### src/rtl/cache_ctrl_fsm.sv
// rtl/cache_ctrl_fsm.sv - sequencing FSM for the direct-mapped cache: lookup, write-back, allocate, flush
module cache_ctrl_fsm #(
  parameter int  NUM_SETS    = 8,
  parameter int  ACK_TIMEOUT = 255,
  localparam int INDEX_WIDTH = $clog2(NUM_SETS)
) (
  input  logic                   clk,
  input  logic                   reset,
  input  logic                   CPU_request,
  input  logic                   read_req,
  input  logic                   write_req,
  input  logic [31:0]            address,
  input  logic                   Cache_flush,
  input  logic                   Cache_hit,
  input  logic                   line_valid,
  input  logic                   line_dirty,
  input  logic                   Main_mem_ack,
  output logic [INDEX_WIDTH-1:0] set_index,
  output logic                   cache_we,
  output logic                   cache_fill,
  output logic                   cache_inv,
  output logic                   mem_read_req,
  output logic                   mem_write_req,
  output logic                   cpu_ready,
  output logic                   cpu_error,
  output logic                   Flush_done,
  output logic                   busy
);
  localparam int                     WAIT_WIDTH = $clog2(ACK_TIMEOUT + 1);
  localparam logic [WAIT_WIDTH-1:0]  WAIT_LIMIT = WAIT_WIDTH'(ACK_TIMEOUT);
  localparam logic [INDEX_WIDTH-1:0] LAST_SET   = INDEX_WIDTH'(NUM_SETS - 1);

  typedef enum logic [2:0] {
    IDLE, COMPARE, WRITEBACK, ALLOCATE, FLUSH_CHK, FLUSH_WB, FLUSH_INV
  } state_t;

  state_t                 state, state_n;
  logic [INDEX_WIDTH-1:0] req_index;
  logic [INDEX_WIDTH-1:0] flush_cnt;
  logic                   op_write;
  logic [WAIT_WIDTH-1:0]  wait_cnt;
  logic                   cpu_accept;
  logic                   line_needs_wb;
  logic                   timed_out;
  logic                   waiting;
  logic                   flushing;
  logic                   unused_address;

  assign unused_address = ^{address[31:INDEX_WIDTH+2], address[1:0]};
  assign cpu_accept     = CPU_request && (read_req ^ write_req);
  assign line_needs_wb  = line_valid && line_dirty;
  assign timed_out      = (wait_cnt == WAIT_LIMIT);
  assign waiting        = (state == WRITEBACK) || (state == ALLOCATE) || (state == FLUSH_WB);
  assign flushing       = (state == FLUSH_CHK) || (state == FLUSH_WB) || (state == FLUSH_INV);
  assign busy           = (state != IDLE);
  assign set_index      = flushing ? flush_cnt : req_index;

  // Wait counter restarts whenever a wait state is entered or left.
  always_ff @(posedge clk) begin
    if (!reset) begin
      state     <= IDLE;
      req_index <= '0;
      op_write  <= 1'b0;
      flush_cnt <= '0;
      wait_cnt  <= '0;
    end else begin
      state <= state_n;
      if (state == IDLE && !Cache_flush && cpu_accept) begin
        req_index <= address[INDEX_WIDTH+1:2];
        op_write  <= write_req;
      end
      if (state == IDLE)
        flush_cnt <= '0;
      else if (state == FLUSH_INV && state_n == FLUSH_CHK)
        flush_cnt <= flush_cnt + INDEX_WIDTH'(1);
      wait_cnt <= (waiting && state_n == state) ? wait_cnt + WAIT_WIDTH'(1) : '0;
    end
  end

  always_comb begin
    state_n       = state;
    cache_we      = 1'b0;
    cache_fill    = 1'b0;
    cache_inv     = 1'b0;
    mem_read_req  = 1'b0;
    mem_write_req = 1'b0;
    cpu_ready     = 1'b0;
    cpu_error     = 1'b0;
    Flush_done    = 1'b0;
    case (state)
      IDLE: begin
        if (Cache_flush)     state_n = FLUSH_CHK;
        else if (cpu_accept) state_n = COMPARE;
      end
      COMPARE: begin
        if (Cache_hit) begin
          cpu_ready = 1'b1;
          cache_we  = op_write;
          state_n   = IDLE;
        end else if (line_needs_wb) begin
          state_n = WRITEBACK;
        end else begin
          state_n = ALLOCATE;
        end
      end
      WRITEBACK: begin
        if (timed_out) begin
          cpu_ready = 1'b1;
          cpu_error = 1'b1;
          state_n   = IDLE;
        end else begin
          mem_write_req = 1'b1;
          if (Main_mem_ack) state_n = ALLOCATE;
        end
      end
      ALLOCATE: begin
        if (timed_out) begin
          cpu_ready = 1'b1;
          cpu_error = 1'b1;
          state_n   = IDLE;
        end else begin
          mem_read_req = 1'b1;
          if (Main_mem_ack) begin
            cache_fill = 1'b1;
            state_n    = COMPARE;
          end
        end
      end
      FLUSH_CHK: state_n = line_needs_wb ? FLUSH_WB : FLUSH_INV;
      FLUSH_WB: begin
        if (timed_out) begin
          Flush_done = 1'b1;
          cpu_error  = 1'b1;
          state_n    = IDLE;
        end else begin
          mem_write_req = 1'b1;
          if (Main_mem_ack) state_n = FLUSH_INV;
        end
      end
      FLUSH_INV: begin
        cache_inv = 1'b1;
        if (flush_cnt == LAST_SET) begin
          Flush_done = 1'b1;
          state_n    = IDLE;
        end else begin
          state_n = FLUSH_CHK;
        end
      end
      default: state_n = IDLE;
    endcase
  end
endmodule

### config.mk
export PLATFORM = sky130hd
export DESIGN_NAME = cache_ctrl_fsm
export DESIGN_NICKNAME = d
export VERILOG_FILES = /design/src/rtl/cache_ctrl_fsm.sv
export SDC_FILE = /design/constraint.sdc
export NUM_CORES = 1
export LEC_CHECK = 0
export ABC_AREA = 0
export ABC_CLOCK_PERIOD_IN_PS = 2300
export CORE_MARGIN = 2
export CORE_UTILIZATION = 40
export DETAILED_ROUTE_END_ITERATION = 6
export PLACE_DENSITY = 0.89
export SYNTH_ARGS = -nofsm -noshare
export SYNTH_HDL_FRONTEND = slang
export SYNTH_SLANG_ARGS = --single-unit
export TNS_END_PERCENT = 30
### constraint.sdc
create_clock -name clk -period 2.3 [get_ports clk]
set_input_delay 0.46 -clock clk [delete_from_list [all_inputs] [get_ports clk]]
set_output_delay 0.46 -clock clk [all_outputs]
set_load 0.02 [all_outputs]
==> results of run 1 <==
cell usage after synthesis, types with 3 or more instances:
library cell / count
a211oi_1: 5
a21oi_1: 3
a31oi_1: 3
and2_1: 3
buf_6: 3
clkbuf_1: 6
dfxtp_1: 18
ha_1: 3
inv_1: 3
mux2_2: 3
mux2i_1: 6
nand2_1: 7
nand3_1: 5
nand4_1: 5
nor2_1: 8
nor2b_1: 8
nor3_1: 5
o21a_1: 3
xnor2_1: 5
where the power goes:
group / switching [mW] / internal [mW] / leakage, nW / total (mW)
sequential: 0.0192 / 0.328 / 0.147 / 0.347
combinational: 0.156 / 0.151 / 0.468 / 0.307
clock: 0.108 / 0.0969 / 0.0210 / 0.205
total: 0.283 / 0.576 / 0.636 / 0.859
what timing repair did:
item	4_1_cts	5_1_grt
gates resized for setup	16	16
setup buffers	0	1
endpoints found under the setup margin	10	9
endpoints found under the hold margin	0	0
pin swaps	1	1
hold buffers	0	0
state kept, by name, indices dropped and copies added, names as in the netlist:
signal	count
op_write	1
wait_cnt	8
flush_cnt	3
req_index	3
state	3
kinds of logic after synthesis:
kind of cell	after synthesis	share of synthesized area
fa+ha+maj	3	0.0329
compound gates	29	0.193
simple gates	53	0.271
mux	9	0.0822
buf+inv	12	0.0592
flops	18	0.316
xor+xnor	6	0.0461
routing by layer:
metal / vias up / wire length, microns
li1: 560 / -
met1: 556 / 1250
met2: 38 / 1600
met3: 7 / 125
met4: 0 / 66
met5: - / 0
critical path, stage by stage, from the launching register on:
cell and delay [ns]:
dfxtp_1 0.39, buf_4 0.18, nor2b_1 0.21, and2_1 0.16, clkdlybuf4s50_1 0.59
per-stage QoR:
| stage | hold slack (ns) | cell area (sq um) | worst slack (ns) |
|---|---|---|---|
| 5_1_grt | 0.551 | 1540 | -0.0725 |
| 2_1_floorplan | 0.470 | 1140 | 0.100 |
| 3_3_place_gp | 0.495 | 1490 | -0.0522 |
| 3_5_place_dp | 0.532 | 1490 | -0.0939 |
| 6_report | 0.531 | 1540 | -0.00691 |
| 4_1_cts | 0.550 | 1540 | -0.00359 |
layout make-up:
cell class | instances | share of cell area
Timing Repair Buffer | 42 | 0.234
Multi-Input combinational cell | 100 | 0.474
Tap cell | 31 | 0.0252
Clock buffer | 4 | 0.0236
Sequential cell | 18 | 0.237
Inverter | 3 | 0.00732
worst paths after layout:
kind,startpoint,end,depth (start not counted)
worst max register to register,state[0],wait_cnt[4],6
worst min-delay path,wait_cnt[0],wait_cnt[0],2
worst min register to register,wait_cnt[0],wait_cnt[0],2
worst max-delay path,state[0],cache_inv,4
==> impl_metrics.tcl, run 1 <==
set metrics [dict create \
    use_met1 0.214 \
    use_met3 0.00907 \
    layout_min_cycle_time_ns 2.31 \
    critPathLaunchType "register" \
    outcome "finished, violations left" \
    drt_iter0_drc 50 \
    clock_path_buffers 2 \
    arrival_ns 1.85 \
    synth_largest_area_cell "dfxtp_1" \
    power.density_nw_per_um2 559 \
    register_area_sq_um 364 \
    met2_usage 0.357 \
    max_freq_mhz 433 \
    timing_hold_violations_final 0 \
    setup_violations 1 \
    fin_worst_skew_ns 0.000951 \
    cts_buffers 3 \
    syn_nets 175 \
    drc 0 \
    fill_cells 226 \
    worst_slew_pin_slew_ns 0.288 \
    critical_path_class "reg -> out" \
    ff2ff_setup_slack_ns 0.20 \
    cp-end-kind "primary output" \
    grt_pass1_wl_mm 5.00 \
    ir_worst_vdd_v 0.000323 \
    top_usage_layer "met2" \
    cts_root_buffer "clkbuf_4" \
    synth_area_sq_um 1140 \
    synthArstFlopShare 0 \
    grt_antenna_before_repair 0 \
    syn_area_per_cell_sq_um 8.78 \
    num-nets-final 213 \
    first_pass_iters 4 \
    antenna_cells 0 \
    hold_class "reg -> reg" \
    synthTopCellsByArea "dfxtp_1 (32%), mux2i_1 (5.3%), nor2b_1 (4.4%), xnor2_1 (3.8%), a211oi_1 (3.3%)" \
    cts_sinks 18 \
    rsz0062_at_grt "true" \
    synth_top_flop_cell "dfxtp_1" \
    layout_common_cells "buf_4 (17), dfxtp_1 (15), clkdlybuf4s50_1 (14)" \
    setup_tns_ns -0.00691 \
    ys_types 41 \
    vias 1161 \
    netlist_instances 130 \
    yosys_warnings 0 \
    ys_seq_area_frac 0.316 \
    max-cap-violations 0 \
    dp_hpwl_mm 2.23 \
    io_buffers 24 \
    ctsHtreeMaxLevel 1 \
    vias_per_cell 5.86 \
    drv_slew 0 \
    cp_max_fo 7 \
    ys_ff_latch 18 \
    start_util 0.417 \
    cts_tree "yes" \
    routed_wl_mm 3.05 \
    synth-edff-count 0 \
    min_period_over_period 1.00 \
    dp.cells 193 \
    grt_overflow 0 \
    grt.total_usage 0.190 \
    total_power_mw 0.859 \
    violations "negative setup slack" \
    coreArea_sq_um 2730 \
    grt_max_degree 12 \
    relSlewSlack 0.808 \
    grt_pass1_vias 1160 \
    final_common_cell "buf_4" \
    multi_input_area_sq_um 728 \
    fin_ws_ns -0.00691 \
    ant_nets 0 \
    die_area_sq_um 3300 \
    fin_util 0.562 \
    die_y_microns 57.4 \
    clkTransAtPathRegs_ns 0.11 \
    die_w_microns 57.4 \
    syn2layout_area_growth_pct 34.8 \
    final_cell_count_no_fill 198 \
    required_ns 1.84 \
    leakagePower_nw 0.636 \
    yosysTopAreaCellShare 0.316 \
    drive_above_1_share 0.263 \
    avgRoutedWirePerCell_microns 15.4 \
    place_congestion 0.826 \
    clk_latency_ns 0.31 \
    core.rowCount 19 \
    ios 54 \
]
Power figures use the tool's default switching activity.
==> run 2: changes to the inputs <==
- ABC_CLOCK_PERIOD_IN_PS: 2300 -> unset
- PLACE_DENSITY: 0.89 -> 0.79
==> run 2 against run 1 <==
Wire length decreased by 7.2%. Sequential cell count unchanged. The flow now finishes without violations. Count of clock-buffer cells in the layout is 1 lower. Critical endpoint unchanged. Worst setup slack improved by 0.082 ns. Hold slack better by 0.0041 ns. Final area increased by 0.24%. Largest power group unchanged. Core utilization grew 0.14 points. Via count about the same. Non-clock buffer count increased by 2. Clock power is 25% lower. Clock skew grew 0.0053 ns.
==> impl_metrics.tcl, run 2 (same netlist as run 1, synthesis figures left out) <==
set metrics [dict create \
    placed_area_sq_um 1510 \
    layout_min_cycle_time_ns 2.23 \
    num-nets-final 215 \
    max_freq_mhz 449 \
    grt_max_degree 13 \
    place_congestion 0.775 \
    drive_above_1_share 0.244 \
    dp_hpwl_mm 2.20 \
    final_common_cell "buf_4" \
    setup_tns_ns 0 \
    core.rowCount 19 \
    first_pass_iters 4 \
    leakagePower_nw 0.647 \
    cts_root_buffer "clkbuf_4" \
    cp-end-kind "primary output" \
    p_seq_frac 0.439 \
    die_w_microns 57.4 \
    antenna_cells 0 \
    grt_antenna_before_repair 0 \
    grt_pass1_vias 1116 \
    clk_latency_ns 0.29 \
    power.density_nw_per_um2 518 \
    setup_violations 0 \
    largest_register_ffs 8 \
    switching_share 0.327 \
    grt_overflow 0 \
    drv_slew 0 \
    grt_pass1_wl_mm 4.88 \
    ios 54 \
    cts_buffers 3 \
    cp_max_fo 10 \
    outcome "finished clean" \
    timing_hold_violations_final 0 \
    avgRoutedWirePerCell_microns 14.2 \
    clkTransAtPathRegs_ns 0.09 \
    fin_worst_skew_ns 0.00628 \
    cts_tree "yes" \
    critPathLaunchType "register" \
    drt_iter0_drc 33 \
    clock_power_share 0.191 \
    cts_sinks 18 \
    layout_common_cells "buf_4 (22), dfxtp_1 (16), clkdlybuf4s50_1 (14)" \
    relSlewSlack 0.783 \
    design_area_sq_um 1540 \
    ctsHtreeMaxLevel 1 \
    drc 0 \
    share_comb_of_total_power 0.370 \
    vias 1162 \
    clock_path_buffers 2 \
    ir_worst_vdd_v 0.000305 \
    critical_path_class "reg -> out" \
    postCtsHoldBufs 0 \
    syn2layout_area_growth_pct 35.1 \
    grt.total_usage 0.187 \
    power.internal_mw 0.537 \
    arrival_ns 1.77 \
    ant_nets 0 \
    rsz0062_at_grt "true" \
    worst_slew_pin_slew_ns 0.324 \
    io_buffers 24 \
    start_util 0.417 \
    coreArea_sq_um 2730 \
    p_sw_mw 0.262 \
    routed_wl_mm 2.83 \
    required_ns 1.84 \
    min_period_over_period 0.968 \
    max-cap-violations 0 \
    hold_class "reg -> reg" \
    die_y_microns 57.4 \
    die_area_sq_um 3300 \
    vias_per_cell 5.84 \
    largest-register "wait_cnt" \
]
==> run 2: cell count changes in the layout (fill, tap and decap cells not counted), sizes merged <==
cell and change:
dlygate4sd2 +2, clkbuf -5, buf +4
==> run 2: final timing paths <==
check                                  start      endpoint  slack [ns]  depth (start not counted)
worst max-delay path                state[1]     cache_inv        0.07                          3
worst min-delay path            req_index[1]  req_index[1]        0.53                          2
worst max register to register      state[2]   wait_cnt[1]        0.19                          5
worst min register to register  req_index[1]  req_index[1]        0.53                          2
==> run 2: layer usage <==
metal  GRT usage  up-vias  wire, microns
li1            -      563              -
met5           0        -              0
met2       0.325       44           1370
met1       0.238      550           1220
met4      0.0698        0             61
met3      0.0204        5            176
==> run 2: what timing repair did <==
action,in CTS,in global routing
pin swaps,1,0
resized for setup,18,10
setup buffers,1,0
endpoints found under the setup margin,10,8
==> run 2: power by group through the flow <==
stage          clock network (mW)  registers (mW)  logic [mW]
2_1_floorplan                   0           0.343       0.193
3_3_place_gp                    0           0.352       0.288
3_5_place_dp                    0           0.354       0.295
4_1_cts                     0.156           0.350       0.294
5_1_grt                     0.178           0.353       0.319
6_report                    0.153           0.351       0.295
==> run 2: final cells by class <==
cell class / count / area [sq um]
Multi-Input combinational cell: 100 / 723
Sequential cell: 18 / 363
Clock buffer: 3 / 22.5
Inverter: 3 / 11.3
Tap cell: 31 / 38.8
Fill cell: 232 / 1190
Timing Repair Buffer: 44 / 383
==> run 2: stage by stage <==
| stage | hold slack, ns | total power [mW] | std cells | setup WS (ns) | utilization |
|---|---|---|---|---|---|
| floorplan | 0.470 | 0.537 | 130 | 0.100 | - |
| global placement | 0.497 | 0.640 | 195 | -0.0486 | 0.551 |
| detailed placement | 0.526 | 0.649 | 195 | -0.177 | 0.551 |
| CTS | 0.543 | 0.800 | 199 | 0.00928 | 0.564 |
| global route | 0.574 | 0.850 | 199 | -0.00843 | 0.564 |
| finish | 0.535 | 0.799 | 199 | 0.0746 | 0.564 |
==> run 2: critical path, cell delays in order, from the launching register on <==
cell,delay [ns]
dfxtp_2,0.44
nor2b_1,0.27
and2_1,0.17
clkdlybuf4s50_1,0.60
==> run 3: changes to the inputs <==
==> constraint.sdc (replaced) <==
create_clock -name clk -period 2.3 [get_ports clk]
set_input_delay 0.345 -clock clk [delete_from_list [all_inputs] [get_ports clk]]
set_output_delay 0.345 -clock clk [all_outputs]
set_load 0.02 [all_outputs]
==> run 3 against run 2 <==
Cell count fell by 5.0%. Sequential share of layout area rose by 1.4 points. Sequential power rose by 2%. Largest power group unchanged. Critical path type unchanged. Highest routed layer unchanged. Sequential cell count did not move. Register-to-register slack improved by 0.02 ns. Combinational power fell by 9.2%.
==> impl_metrics.tcl, run 3 (same netlist as run 1, synthesis figures left out) <==
set metrics [dict create \
    outcome "finished clean" \
    die_y_microns 57.4 \
    layout_common_cells "clkdlybuf4s50_1 (18), dfxtp_1 (15), buf_4 (9)" \
    grt_antenna_before_repair 0 \
    grt_overflow 0 \
    drc 0 \
    vias_per_cell 5.71 \
    largest_register_ffs 8 \
    hold_path_end "req_index[1]" \
    coreArea_sq_um 2730 \
    place_congestion 0.781 \
    fin_util 0.539 \
    place_ws_ns 0.0591 \
    grt_max_degree 17 \
    critical_path_class "reg -> out" \
    clkTransAtPathRegs_ns 0.10 \
    start_util 0.417 \
    die_area_sq_um 3300 \
    num-nets-final 204 \
    setup_violations 0 \
    drv_slew 0 \
    p_seq_frac 0.435 \
    r2r-start "state[1]" \
    power.internal_mw 0.556 \
    timing_hold_violations_final 0 \
    hp-start "req_index[1]" \
    required_ns 1.96 \
    worst_slew_pin_slew_ns 0.509 \
    arrival_ns 1.84 \
    drt_iter0_drc 24 \
    share_comb_of_total_power 0.327 \
    clk_latency_ns 0.29 \
    slowest_stage "clkdlybuf4s50_1" \
    ant_nets 0 \
    ios 54 \
    first_pass_iters 4 \
    grt_pass1_wl_mm 4.51 \
    die_w_microns 57.4 \
    setup_tns_ns 0 \
    antenna_cells 0 \
    total_power_mw 0.821 \
    cts_tree "yes" \
    layout_min_cycle_time_ns 2.18 \
    io_buffers 24 \
    core.rowCount 19 \
    cts_sinks 18 \
    hold_class "reg -> reg" \
    min_path_cells 2 \
    cp_cell_sequence "nor2b_1 -> nand2b_1 -> a21oi_1 -> clkdlybuf4s50_1" \
    clock_path_buffers 2 \
    cts_buffers 3 \
    grt_pass1_vias 1032 \
    drive_above_1_share 0.184 \
    rr_worst_depth 4 \
    p_sw_mw 0.265 \
    final_common_cell "clkdlybuf4s50_1" \
    switching_share 0.323 \
    ff2ff_setup_slack_ns 0.21 \
    max-cap-violations 0 \
    ir_worst_vdd_v 0.000424 \
    cp_max_fo 15 \
    vias 1080 \
    leakagePower_nw 0.561 \
    relSlewSlack 0.659 \
    power.density_nw_per_um2 557 \
    max_freq_mhz 458 \
    rsz0062_at_grt "false" \
    syn2layout_area_growth_pct 29.1 \
    cts_root_buffer "clkbuf_4" \
    clock_power_share 0.238 \
    grt.total_usage 0.175 \
    dp_hpwl_mm 2.07 \
    fin_worst_skew_ns 0.00492 \
    avgRoutedWirePerCell_microns 14.3 \
    routed_wl_mm 2.71 \
    min_period_over_period 0.949 \
    fin_ws_ns 0.118 \
    largest-register "wait_cnt" \
    r2r-end "wait_cnt[1]" \
    cp-end-kind "primary output" \
    slowest_delay_ns 0.61 \
    ctsHtreeMaxLevel 1 \
    critPathLaunchType "register" \
]
## run 3: cell types whose count changed in the layout (fill, tap and decap cells not counted)
cell,delta
dlymetal6s2s_1,-2
buf_4,-13
o21ai_1,+1
clkdlybuf4s50_1,+4
clkbuf_8,+1
o21ai_2,-1
dfxtp_1,-1
dfxtp_4,+1
## run 3: power groups by stage
| stage | Sequential (mW) | Combinational, mW | Clock (mW) |
|---|---|---|---|
| 2_1_floorplan | 0.343 | 0.193 | 0 |
| 5_1_grt | 0.360 | 0.286 | 0.218 |
| 6_report | 0.357 | 0.268 | 0.195 |
| 4_1_cts | 0.355 | 0.268 | 0.205 |
| 3_3_place_gp | 0.357 | 0.258 | 0 |
| 3_5_place_dp | 0.359 | 0.266 | 0 |
## run 3: final cells by class
| cell class | instances | area (sq um) |
|---|---|---|
| Tap cell | 31 | 38.8 |
| Multi-Input combinational cell | 100 | 719 |
| Inverter | 3 | 11.3 |
| Sequential cell | 18 | 367 |
| Timing Repair Buffer | 33 | 300 |
| Clock buffer | 4 | 36.3 |
| Fill cell | 261 | 1260 |
## run 3: how the worst max path moves through the flow
stage                     start  slack [ns]       endpoint  depth (start not counted)
floorplan              state[2]        0.10    wait_cnt[1]                          6
global placement      Cache_hit        0.06    wait_cnt[1]                          5
detailed placement    Cache_hit        0.06    wait_cnt[7]                          5
CTS                 wait_cnt[1]        0.02      cpu_error                          6
global route           state[1]        0.01  mem_write_req                          4
finish                 state[1]        0.12  mem_write_req                          4
## run 3: worst max-delay path, delay by kind of cell, from the launching register on
kind / cells / cell delay [ns]
buffers and inverters: 1 / 0.61
flip-flops: 1 / 0.45
AND/OR/NAND/NOR: 2 / 0.33
AO/OA/AOI/OAI: 1 / 0.14
## run 3: per-stage QoR
step | cells | cell area, sq um | hold slack [ns]
CTS | 189 | 1470 | 0.566
detailed placement | 184 | 1420 | 0.536
finish | 189 | 1470 | 0.556
floorplan | 130 | 1140 | 0.470
global route | 189 | 1470 | 0.593
global placement | 184 | 1420 | 0.498
## run 3: layer usage
metal	GRT usage	vias to the layer above	share of wire
met3	0.0227	4	0.039
met5	0	-	0
li1	-	535	-
met2	0.317	24	0.51
met4	0.0764	0	0.015
met1	0.203	517	0.44
## run 3: timing repair
action                                 CTS  global route
setup endpoints to repair               10             7
hold buffers                             0             0
resized for setup                       13             4
endpoints found under the hold margin    0             0
setup buffers                            1             0
pin swaps                                0             0
